`src/rtl/peak_scan_ctrl_if.sv`:
```
// ----------------------------------------------------------------------------
// peak_scan_ctrl_if
// Bundles the two buses of the peak-scan sequencer:
//   RAM read port : ram_rd_en, ram_rd_addr[13:0] ({bin, index}), ram_rd_data[31:0]
//   Result stream : result_valid / result_ready handshake carrying
//                   result_bin[3:0], result_value[31:0], result_index[9:0]
// Optional (PEAK_SCAN_THRESHOLD_EN): threshold[31:0] in, result_hit out.
// Modports: master = sequencer side, slave = RAM / downstream side.
// ----------------------------------------------------------------------------
interface peak_scan_ctrl_if;
    logic        ram_rd_en;
    logic [13:0] ram_rd_addr;
    logic [31:0] ram_rd_data;
    logic        result_valid;
    logic        result_ready;
    logic [3:0]  result_bin;
    logic [31:0] result_value;
    logic [9:0]  result_index;
`ifdef PEAK_SCAN_THRESHOLD_EN
    logic [31:0] threshold;
    logic        result_hit;

    modport master (
        output ram_rd_en, ram_rd_addr, result_valid, result_bin,
               result_value, result_index, result_hit,
        input  ram_rd_data, result_ready, threshold
    );
    modport slave (
        input  ram_rd_en, ram_rd_addr, result_valid, result_bin,
               result_value, result_index, result_hit,
        output ram_rd_data, result_ready, threshold
    );
`else
    modport master (
        output ram_rd_en, ram_rd_addr, result_valid, result_bin,
               result_value, result_index,
        input  ram_rd_data, result_ready
    );
    modport slave (
        input  ram_rd_en, ram_rd_addr, result_valid, result_bin,
               result_value, result_index,
        output ram_rd_data, result_ready
    );
`endif
endinterface

```
`src/rtl/peak_scan_ctrl.sv`:
```
// ----------------------------------------------------------------------------
// peak_scan_ctrl
// Range-bin peak search sequencer. On start it walks every range bin of the
// accumulated-spectrum RAM, reads indices SEARCH_START..1023 one per cycle,
// tracks the (first) maximum sample and its index while absorbing the RAM
// read latency, then offers one result per bin over a valid/ready handshake.
// After the last bin's result is accepted it pulses done.
//
// Ports:
//   clk   - single clock
//   rst   - synchronous active-high reset
//   start - one-cycle scan request, ignored while busy
//   busy  - scan in progress (cycle after accepted start through done cycle)
//   done  - one-cycle pulse after the last result is accepted
//   bus   - peak_scan_ctrl_if.master: RAM read port and result stream
//
// Optional feature macro: PEAK_SCAN_THRESHOLD_EN
//   Adds bus.threshold / bus.result_hit; results not above the threshold are
//   reported with value and index forced to zero.
// ----------------------------------------------------------------------------
module peak_scan_ctrl #(
    parameter int TOTAL_RANGEBIN      = 9,
    parameter int POINTS_PER_RANGEBIN = 1024,
    parameter int SEARCH_START        = 512,
    parameter int RD_LATENCY          = 2
) (
    input  logic clk,
    input  logic rst,
    input  logic start,
    output logic busy,
    output logic done,
    peak_scan_ctrl_if.master bus
);

    typedef enum logic [2:0] {
        IDLE,
        SCAN,
        DRAIN,
        OUT,
        FIN
    } state_t;

    localparam logic [9:0] START_IDX  = 10'(SEARCH_START);
    localparam logic [9:0] LAST_IDX   = 10'(POINTS_PER_RANGEBIN - 1);
    localparam logic [3:0] LAST_BIN   = 4'(TOTAL_RANGEBIN - 1);
    localparam logic [1:0] DRAIN_LAST = 2'(RD_LATENCY - 1);

    state_t      state_q, state_d;
    logic [3:0]  bin_q;
    logic [9:0]  idx_q;
    logic [31:0] max_q;
    logic [9:0]  max_idx_q;
    logic [1:0]  drain_cnt_q;

    // Read-latency alignment: valid flag and index of each outstanding read.
    logic        vld_pipe_q [RD_LATENCY];
    logic [9:0]  idx_pipe_q [RD_LATENCY];

    // Control strobes from the FSM.
    logic rd_en;
    logic scan_init;   // start accepted: clear bin and per-bin search state
    logic next_bin;    // handshake on a non-final bin: advance bin

    // ------------------------------------------------------------------
    // Next-state / output decode
    // ------------------------------------------------------------------
    // NOTE: every signal driven here gets a default first, so no path
    // leaves a value unassigned and no latch is inferred.
    always_comb begin
        state_d          = state_q;
        rd_en            = 1'b0;
        scan_init        = 1'b0;
        next_bin         = 1'b0;
        done             = 1'b0;
        bus.result_valid = 1'b0;

        unique case (state_q)
            IDLE: begin
                if (start) begin
                    scan_init = 1'b1;
                    state_d   = SCAN;
                end
            end
            SCAN: begin
                rd_en = 1'b1;
                if (idx_q == LAST_IDX) begin
                    state_d = DRAIN;
                end
            end
            DRAIN: begin
                // The last read's data is compared in the final DRAIN cycle.
                if (drain_cnt_q == DRAIN_LAST) begin
                    state_d = OUT;
                end
            end
            OUT: begin
                bus.result_valid = 1'b1;
                if (bus.result_ready) begin
                    if (bin_q == LAST_BIN) begin
                        state_d = FIN;
                    end else begin
                        next_bin = 1'b1;
                        state_d  = SCAN;
                    end
                end
            end
            FIN: begin
                done    = 1'b1;
                state_d = IDLE;
            end
            default: state_d = IDLE;
        endcase
    end

    // ------------------------------------------------------------------
    // State and datapath registers
    // ------------------------------------------------------------------
    // NOTE: sequential state uses non-blocking assignments so every
    // register samples pre-edge values, independent of statement order.
    always_ff @(posedge clk) begin
        if (rst) begin
            state_q     <= IDLE;
            bin_q       <= '0;
            idx_q       <= '0;
            max_q       <= '0;
            max_idx_q   <= '0;
            drain_cnt_q <= '0;
            // NOTE: the latency pipeline is cleared as well; a stale valid
            // bit surviving an abandoned scan would corrupt the next maximum.
            for (int i = 0; i < RD_LATENCY; i++) begin
                vld_pipe_q[i] <= 1'b0;
                idx_pipe_q[i] <= '0;
            end
        end else begin
            state_q <= state_d;

            if (scan_init) begin
                bin_q <= '0;
            end else if (next_bin) begin
                bin_q <= bin_q + 4'd1;
            end

            if (scan_init || next_bin) begin
                idx_q <= START_IDX;
            end else if (rd_en) begin
                idx_q <= idx_q + 10'd1;
            end

            if (state_q == DRAIN) begin
                drain_cnt_q <= drain_cnt_q + 2'd1;
            end else begin
                drain_cnt_q <= '0;
            end

            vld_pipe_q[0] <= rd_en;
            idx_pipe_q[0] <= idx_q;
            for (int i = 1; i < RD_LATENCY; i++) begin
                vld_pipe_q[i] <= vld_pipe_q[i-1];
                idx_pipe_q[i] <= idx_pipe_q[i-1];
            end

            // Strict compare keeps the first occurrence on ties. The
            // pipeline is empty whenever a new bin is initialised.
            if (scan_init || next_bin) begin
                max_q     <= '0;
                max_idx_q <= START_IDX;
            end else if (vld_pipe_q[RD_LATENCY-1] && (bus.ram_rd_data > max_q)) begin
                max_q     <= bus.ram_rd_data;
                max_idx_q <= idx_pipe_q[RD_LATENCY-1];
            end
        end
    end

    // ------------------------------------------------------------------
    // Outputs
    // ------------------------------------------------------------------
    assign busy            = (state_q != IDLE);
    assign bus.ram_rd_en   = rd_en;
    assign bus.ram_rd_addr = rd_en ? {bin_q, idx_q} : 14'd0;
    assign bus.result_bin  = bin_q;

`ifdef PEAK_SCAN_THRESHOLD_EN
    // Threshold is captured in the first OUT cycle and held for the rest of
    // that OUT state so the presented result cannot change while stalled.
    logic        out_seen_q;
    logic [31:0] thr_q;
    logic        first_out;
    logic [31:0] thr_eff;
    logic        hit;

    assign first_out = (state_q == OUT) && !out_seen_q;
    assign thr_eff   = first_out ? bus.threshold : thr_q;
    assign hit       = (max_q > thr_eff);

    always_ff @(posedge clk) begin
        if (rst) begin
            out_seen_q <= 1'b0;
            thr_q      <= '0;
        end else begin
            out_seen_q <= (state_q == OUT);
            if (first_out) begin
                thr_q <= bus.threshold;
            end
        end
    end

    assign bus.result_hit   = hit;
    assign bus.result_value = hit ? max_q : 32'd0;
    assign bus.result_index = hit ? max_idx_q : 10'd0;
`else
    assign bus.result_value = max_q;
    assign bus.result_index = max_idx_q;
`endif

endmodule

```
`src/flat_wrapper.sv`:
```
// flat-port wrapper written by rule: the top's interface ports become plain ports
module peak_scan_ctrl_flat 
#(
    parameter int TOTAL_RANGEBIN      = 9,
    parameter int POINTS_PER_RANGEBIN = 1024,
    parameter int SEARCH_START        = 512,
    parameter int RD_LATENCY          = 2
)
  (clk, rst, start, busy, done, bus_ram_rd_en, bus_ram_rd_addr, bus_result_valid, bus_result_bin, bus_result_value, bus_result_index, bus_ram_rd_data, bus_result_ready);
  peak_scan_ctrl_if bus_i ();
  input  logic clk;
  input  logic rst;
  input  logic start;
  output logic busy;
  output logic done;
  output wire logic [$bits(bus_i.ram_rd_en)-1:0] bus_ram_rd_en;
  output wire logic [$bits(bus_i.ram_rd_addr)-1:0] bus_ram_rd_addr;
  output wire logic [$bits(bus_i.result_valid)-1:0] bus_result_valid;
  output wire logic [$bits(bus_i.result_bin)-1:0] bus_result_bin;
  output wire logic [$bits(bus_i.result_value)-1:0] bus_result_value;
  output wire logic [$bits(bus_i.result_index)-1:0] bus_result_index;
  input wire logic [$bits(bus_i.ram_rd_data)-1:0] bus_ram_rd_data;
  input wire logic [$bits(bus_i.result_ready)-1:0] bus_result_ready;
  assign bus_ram_rd_en = bus_i.ram_rd_en;
  assign bus_ram_rd_addr = bus_i.ram_rd_addr;
  assign bus_result_valid = bus_i.result_valid;
  assign bus_result_bin = bus_i.result_bin;
  assign bus_result_value = bus_i.result_value;
  assign bus_result_index = bus_i.result_index;
  assign bus_i.ram_rd_data = bus_ram_rd_data;
  assign bus_i.result_ready = bus_result_ready;
  peak_scan_ctrl #(.TOTAL_RANGEBIN(TOTAL_RANGEBIN), .POINTS_PER_RANGEBIN(POINTS_PER_RANGEBIN), .SEARCH_START(SEARCH_START), .RD_LATENCY(RD_LATENCY)) u_core (.clk(clk), .rst(rst), .start(start), .busy(busy), .done(done), .bus(bus_i));
endmodule
```
`config.mk`:
```
export PLATFORM = sky130hd
export DESIGN_NAME = peak_scan_ctrl_flat
export DESIGN_NICKNAME = d
export VERILOG_FILES = /design/src/rtl/peak_scan_ctrl_if.sv /design/src/rtl/peak_scan_ctrl.sv /design/src/flat_wrapper.sv
export SDC_FILE = /design/constraint.sdc
export NUM_CORES = 1
export LEC_CHECK = 0
export CORE_MARGIN = 2
export CORE_UTILIZATION = 45
export CTS_BUF_LIST = sky130_fd_sc_hd__clkbuf_16
export DETAILED_ROUTE_END_ITERATION = 10
export GPL_ROUTABILITY_DRIVEN = 0
export GPL_TIMING_DRIVEN = 0
export PLACE_DENSITY_LB_ADDON = 0.25
export SYNTH_ARGS = -nofsm -noshare
export SYNTH_HDL_FRONTEND = slang
export SYNTH_SLANG_ARGS = --single-unit
```
`constraint.sdc`:
```
create_clock -name clk -period 2.2 [get_ports clk]
set_clock_uncertainty 0.1 [all_clocks]
set_input_delay 0.33 -clock clk [delete_from_list [all_inputs] [get_ports clk]]
set_output_delay 0.33 -clock clk [all_outputs]
set_load 0.05 [all_outputs]
```
; Word level (Yosys, flattened, before mapping)
; Memory sizes are Yosys's and may differ from the RTL's.
; Cells that the tools add are included.
; W data, S select, Z words.
[op_classes]
n_bitwise = 5
n_reduce_logical = 10
muxes = 26
n_lt_le_gt_ge = 1
n_addsub = 3
n_eq_ne = 11
[ops]
columns = operator, count
row1 = $mux W10, 6
row2 = $gt A32 B32 Y1, 1
row3 = $mux W3, 5
row4 = $mux W14, 1
row5 = $mux W1, 13
row6 = $pmux W3 S4, 1
row7 = $add A10 B1 Y10 const B, 1
row8 = $eq A10 B10 Y1 const B, 1
row9 = $eq A3 B2 Y1 const B, 2
row10 = $reduce_or A2 Y1, 3
row11 = $add A4 B1 Y4 const B, 1
row12 = $eq A4 B4 Y1 const B, 1
row13 = $ne A2 B1 Y1 const B, 2
row14 = $ne A2 B2 Y1 const B, 2
row15 = $or A1 B1 Y1, 4
row16 = $reduce_and A4 Y1, 1
row17 = $reduce_bool A2 Y1, 2
row18 = $eq A3 B1 Y1 const B, 1
row19 = $eq A3 B3 Y1 const B, 1
row20 = $logic_not A3 Y1, 1
row21 = $reduce_bool A3 Y1, 1
row22 = $add A2 B1 Y2 const B, 1
row23 = $eq A2 B1 Y1 const B, 1
row24 = $logic_and A1 B1 Y1, 1
row25 = other kinds (2), 2
[word_totals]
ram_bits = 22
out_inout_bits = 64
n_memories = 2
reg_bits = 61
[memory_table]
columns = name, depth, word_bits, rd, rd_ports_with_merged_regs, wr, line_no
row1 = u_core.idx_pipe_q, 2, 10, 2, 0, 2, peak_scan_ctrl.sv:57  ; logic [9:0] idx_pipe_q [RD_LATENCY];
row2 = u_core.vld_pipe_q, 2, 1, 2, 0, 2, peak_scan_ctrl.sv:56  ; logic vld_pipe_q [RD_LATENCY];

; Depth between registers and ports, before layout
; Gate-level depths: netlist of run 1.
[logic_depth]
ltp_word = 6
ltp_mapped = 9
mapped_depth_nobuf = 8

; Least setup slack after synthesis of run 1
; OpenSTA, ideal clock, no wires.
[synth_timing]
path_type = register to register
startpoint = register u_core.max_q[23], in the netlist u_core.bus.result_value[23]
endpoint = register u_core.max_idx_q[0], in the netlist u_core.bus.result_index[0]
setup_time_ns = 0.120
period_less_slack_ns = 2.571
t_required_ns = 1.980
arrival_time_ns = 2.351
path_buffers = 1
path_stages_with_launch = 10
path_slack_ns = -0.371
cell_sequence = dfxtp_1 inv_1 ha_1 a21oi_2 o21ai_1 a22o_1 o41a_4 buf_2 o21ai_1 a21oi_1
[synth_via]
elab_chain_len = 2
[synth_rtl]
columns = element, line_no
row1 = from (decl), peak_scan_ctrl.sv:51  ; logic [31:0] max_q;
row2 = from (signal assigned), peak_scan_ctrl.sv:168  ; max_q <= bus.ram_rd_data;
row3 = $gt A32 B32 Y1, peak_scan_ctrl.sv:167  ; end else if (vld_pipe_q[RD_LATENCY-1] && (bus.ram_rd_data > max_q)) begin
row4 = $logic_and A1 B1 Y1, peak_scan_ctrl.sv:167
row5 = to (signal assigned), peak_scan_ctrl.sv:169  ; max_idx_q <= idx_pipe_q[RD_LATENCY-1];
row6 = to (decl), peak_scan_ctrl.sv:52  ; logic [9:0] max_idx_q;
; Every way passes these cells.
; A chain may end at the register's enable or synchronous reset.

; Worst setup path after layout of run 1
[layout_timing]
startpoint = register u_core.max_q[30], in the netlist u_core.bus.result_value[30]
endpoint = register u_core.max_q[8], in the netlist u_core.bus.result_value[8]
[layout_via]
elab_chain_len = 2
[layout_rtl]
columns = element, line_no
row1 = $gt A32 B32 Y1, peak_scan_ctrl.sv:167
row2 = $logic_and A1 B1 Y1, peak_scan_ctrl.sv:167
; Every way passes these cells.

==> results of run 1 <==
-- worst min-delay path by stage --
| stage | start | to | slack [ns] | depth (start not counted) |
|---|---|---|---|---|
| 5_1_grt | bus_ram_rd_data[16] | u_core.bus.result_value[16] | 0.24 | 3 |
| 2_1_floorplan | u_core.drain_cnt_q[0] | u_core.drain_cnt_q[0] | 0.30 | 1 |
| 6_report | bus_ram_rd_data[16] | u_core.bus.result_value[16] | 0.23 | 3 |
| 3_3_place_gp | u_core.drain_cnt_q[0] | u_core.drain_cnt_q[0] | 0.30 | 1 |
| 4_1_cts | bus_ram_rd_data[24] | u_core.bus.result_value[24] | 0.29 | 3 |
| 3_5_place_dp | u_core.drain_cnt_q[0] | u_core.drain_cnt_q[0] | 0.31 | 1 |
-- power by group --
part / total, mW / leakage, nW / internal [mW] / switching [mW]
sequential: 1.55 / 0.693 / 1.51 / 0.0330
combinational: 0.702 / 1.76 / 0.288 / 0.413
clock: 1.56 / 0.147 / 0.889 / 0.675
-- stage by stage --
stage | power, mW | std cells | utilization [%] | hold WS [ns]
floorplan | 1.87 | 469 | - | 0.296
global placement | 2.05 | 676 | 61.8 | 0.304
detailed placement | 2.06 | 676 | 61.8 | 0.314
CTS | 3.65 | 727 | 75.0 | 0.293
global route | 3.92 | 747 | 83.2 | 0.240
finish | 3.81 | 747 | 83.2 | 0.232
-- routing by layer --
metal,vias to the layer above,GRT usage (%),wire length [um]
li1,1989,-,-
met1,2223,30.8,6820
met2,273,47.2,8700
met3,87,5.41,1200
met4,0,12.5,860
met5,-,0,0
-- cell type report --
class | instances | share of cell area (%)
buffer | 28 | 4.26
tap | 108 | 1.85
sequential | 83 | 24.0
inverter | 39 | 2.08
clock inverter | 7 | 1.03
clock buffer | 9 | 3.09
timing repair buffer | 154 | 20.8
multi-input combinational | 319 | 42.9
-- sequential cells by signal (all words and copies together) (netlist names) --
register and flops:
u_core.bus.result_value 32, u_core.idx_pipe_q 20, u_core.bus.result_index 10, u_core.idx_q 10, u_core.bus.result_bin 4, u_core.state_q 3
u_core.drain_cnt_q 2, u_core.vld_pipe_q 2
-- logic make-up (layout without fill, tap and decap cells) --
family	after synthesis	count (layout)
buf+inv	69	237
xor+xnor	11	11
simple gates	145	145
flops	83	83
fa+ha+maj	36	36
compound gates	123	125
mux	2	2
-- worst max-delay path, delay by kind of cell, from the launching register on --
kind	cells	cell delay [ns]
and+or+nand+nor	2	0.24
adders and majority gates	1	0.22
AOI/OAI and AO/OA	4	1.11
buffers and inverters	4	0.61
DFF	1	0.36
-- cells in the final DEF, fill, tap and decap left out, drive strengths merged, types with 4 or more instances in the layout --
master / count
a21o: 6
a21oi: 58
and2: 11
buf: 77
clkbuf: 25
clkdlybuf4s50: 49
dfxtp: 83
dlygate4sd2: 36
ha: 36
inv: 42
nand2: 12
nand3: 51
nand4: 10
nor2: 22
nor2b: 22
nor4: 4
o21ai: 45
xnor2: 5
xor2: 6
-- repair_timing --
action | CTS | global route
pin swaps | 79 | 72
gates cloned | 16 | 2
endpoints found under the setup margin | 69 | 53
resized for setup | 228 | 124
buffers inserted | 21 | 19
==> summary.log, run 1 <==
INFO  job            cap_viol_max_count=0
INFO  clock_network  cts.path.max_buffers=2
INFO  synthesis      synthesis.area_per_instance=8.69um^2
INFO  placed_design  placed_area=5420um^2
INFO  clock_network  cts_sinks=83
INFO  cells_and_area finalNetCount=706
INFO  clock_network  postCtsHoldBufs=0
INFO  run_status     status=finished, violations left
INFO  synthesis      synth.top_cell.area_share=40.8%
INFO  floorplanning  chipHeight=99.2um
INFO  grt            grt_pass1_wl=21.1mm
INFO  timing         rsz0062_at_grt=true
INFO  cells_and_area post_route_cell_area=7290um^2
INFO  worst_setup_path critical_setup_path_class=reg -> reg
INFO  cells_and_area n_fill_cell=440
INFO  cells_and_area antenna_cells_inserted=0
INFO  synthesis      synth.area.top_cells=sky130_fd_sc_hd__dfxtp_1 (41%), sky130_fd_sc_hd__ha_1 (11%), sky130_fd_sc_hd__a21oi_1 (7.0%)
INFO  synthesis      synthCells=469
INFO  synthesis      fraction_of_the_mapped_netlist_area_in_compound_gates=17.9%
INFO  grt            largest_net_degree_at_the_start_of_global_routing=16
INFO  worst_setup_path worstPathArrival=2.88ns
INFO  synthesis      synth_top_flop_cell=sky130_fd_sc_hd__dfxtp_1
INFO  cells_and_area flow.area_growth_from_synthesis=78.8%
INFO  synthesis      synthMuxAreaShare=0.491%
INFO  timing         fin_ws=-0.513ns
INFO  grt            first_global_vias=4367
INFO  worst_setup_path critical-path-slowest-cell=sky130_fd_sc_hd__o41ai_4
INFO  clock_network  htreeDepth=3
INFO  synthesis      synth_fa_ha_area_share=11.0%
INFO  placed_design  port-buffer-count=99
INFO  worst_setup_path worstSetupStartpointType=flip-flop
INFO  synthesis      largest_family_of_logic_cells_by_synthesized_area=simple AND/OR/NAND/NOR gates
INFO  floorplanning  core-area=8760um^2
INFO  clock_network  clock_latency=0.34ns
INFO  worst_setup_path worst_setup_path_endpoint=u_core.bus.result_value[8]
INFO  drt            post_drt_wl_per_cell=23.5um
INFO  worst_setup_path r2r-start=u_core.bus.result_value[30]
INFO  worst_setup_path critical_path.most_common_cell=sky130_fd_sc_hd__buf_6
INFO  drt            detail-route-antenna-nets=0
INFO  clock_network  clk_pin_slew=0.07ns
INFO  hold_path      hold_path_class=in -> reg
INFO  drt            routed_wl=17.6mm
INFO  synthesis      synth_top_cells_by_count=sky130_fd_sc_hd__dfxtp_1 (83), sky130_fd_sc_hd__a21oi_1 (57), sky130_fd_sc_hd__nand3_1 (51), sky130_fd_sc_hd__inv_1 (38), sky130_fd_sc_hd__ha_1 (36)
INFO  placed_design  dpl_worst_slack=-0.649ns
INFO  timing         final.min_clock_period=2.71ns
INFO  drt            drc_errors=0
INFO  drt            vias_per_cell=6.12
INFO  worst_setup_path crit_path_end_kind=flip-flop
INFO  synthesis      synth.cell_area=4080um^2
INFO  cells_and_area multiInputGateArea=3130um^2
INFO  timing         maxSlewViolCount=0
INFO  synthesis      netlist-cell-type-count=51
INFO  worst_setup_path reg2reg_slack=-0.51ns
INFO  timing         final-hold-violation-count=0
INFO  synthesis      synth_sequential_area_ratio=40.8%
INFO  timing         max-slew-margin-rel=63.9%
INFO  grt            grt_overflow=0
INFO  synthesis      synth-xor-area-share=2.36%
INFO  worst_setup_path timing.critical_path.slowest_cell_delay=0.42ns
INFO  grt            number_of_antenna_violations_at_the_first_check_in_global_routing=0
INFO  timing         worst_pin_slew=0.540ns
INFO  placed_design  hpwl_after_dpl=7.32mm
INFO  synthesis      asyncSetResetFlopFracSynth=0%
INFO  floorplanning  floorplan.die_area=9840um^2
INFO  power          pwr_density_cell=523nW/um^2
INFO  worst_setup_path launching_element_of_the_worst_setup_path=u_core.bus.result_value[30]
INFO  timing         finalCritPeriodShare=123%
INFO  floorplanning  rows=34
INFO  drt            drtPass1Iterations=4
INFO  worst_setup_path worstRegToRegCells=11
INFO  clock_network  cts-buffers-inserted=9
INFO  clock_network  cts_tree=yes
INFO  power          total_leakage_power=2.60nW
INFO  timing         final_setup_viols=42
INFO  grt            grt.total_usage=26.7%
INFO  timing         totalNegativeSetupSlack=-17.04ns
INFO  drt            detailedRoute.firstIterationViolations=282
INFO  synthesis      synth.most_common_cell=sky130_fd_sc_hd__dfxtp_1
INFO  floorplanning  floorplan.initialDensity=46.5%
INFO  timing         clock.fmax=0.369GHz
INFO  clock_network  clock_tree.root_cell=sky130_fd_sc_hd__clkbuf_16
INFO  synthesis      netlist.top_cell.by_area=sky130_fd_sc_hd__dfxtp_1
INFO  cells_and_area drive_gt1_share=49.0%
INFO  synthesis      number_of_synthesized_flops_with_an_enable_pin=0
INFO  synthesis      ys_warn_count=0
INFO  drt            route.vias.total=4572
INFO  worst_setup_path worst_r2r_endpoint=u_core.bus.result_value[8]
INFO  worst_setup_path cp.required=2.37ns
INFO  synthesis      yosys_register_bits=83
INFO  run_status     failed_checks=negative setup slack
INFO  worst_setup_path max_fo_critical_path=5
INFO  worst_setup_path path_cells=inv_1 > ha_4 > a21oi_1 > nand2_1 > a22o_1 > buf_6 > o41ai_4 > buf_6 > buf_8 > nand3_2 > a21oi_2
INFO  synthesis      synth-simple-area-share=19.3%
INFO  synthesis      synth_nets=541
INFO  floorplanning  floorplan.die.width=99.2um
INFO  power          ir_worst_vdd=0.000425V
INFO  cells_and_area final-seq-area=1750um^2
INFO  floorplanning  boundaryPins=100
No activity file was read; power rests on OpenSTA's default activity.
==> inputs of run 2 (changes only) <==
- CTS_CLUSTER_DIAMETER: not set -> 150
==> results of run 2 <==
The final DEF is identical to that of run 1; final timing and power are the same.
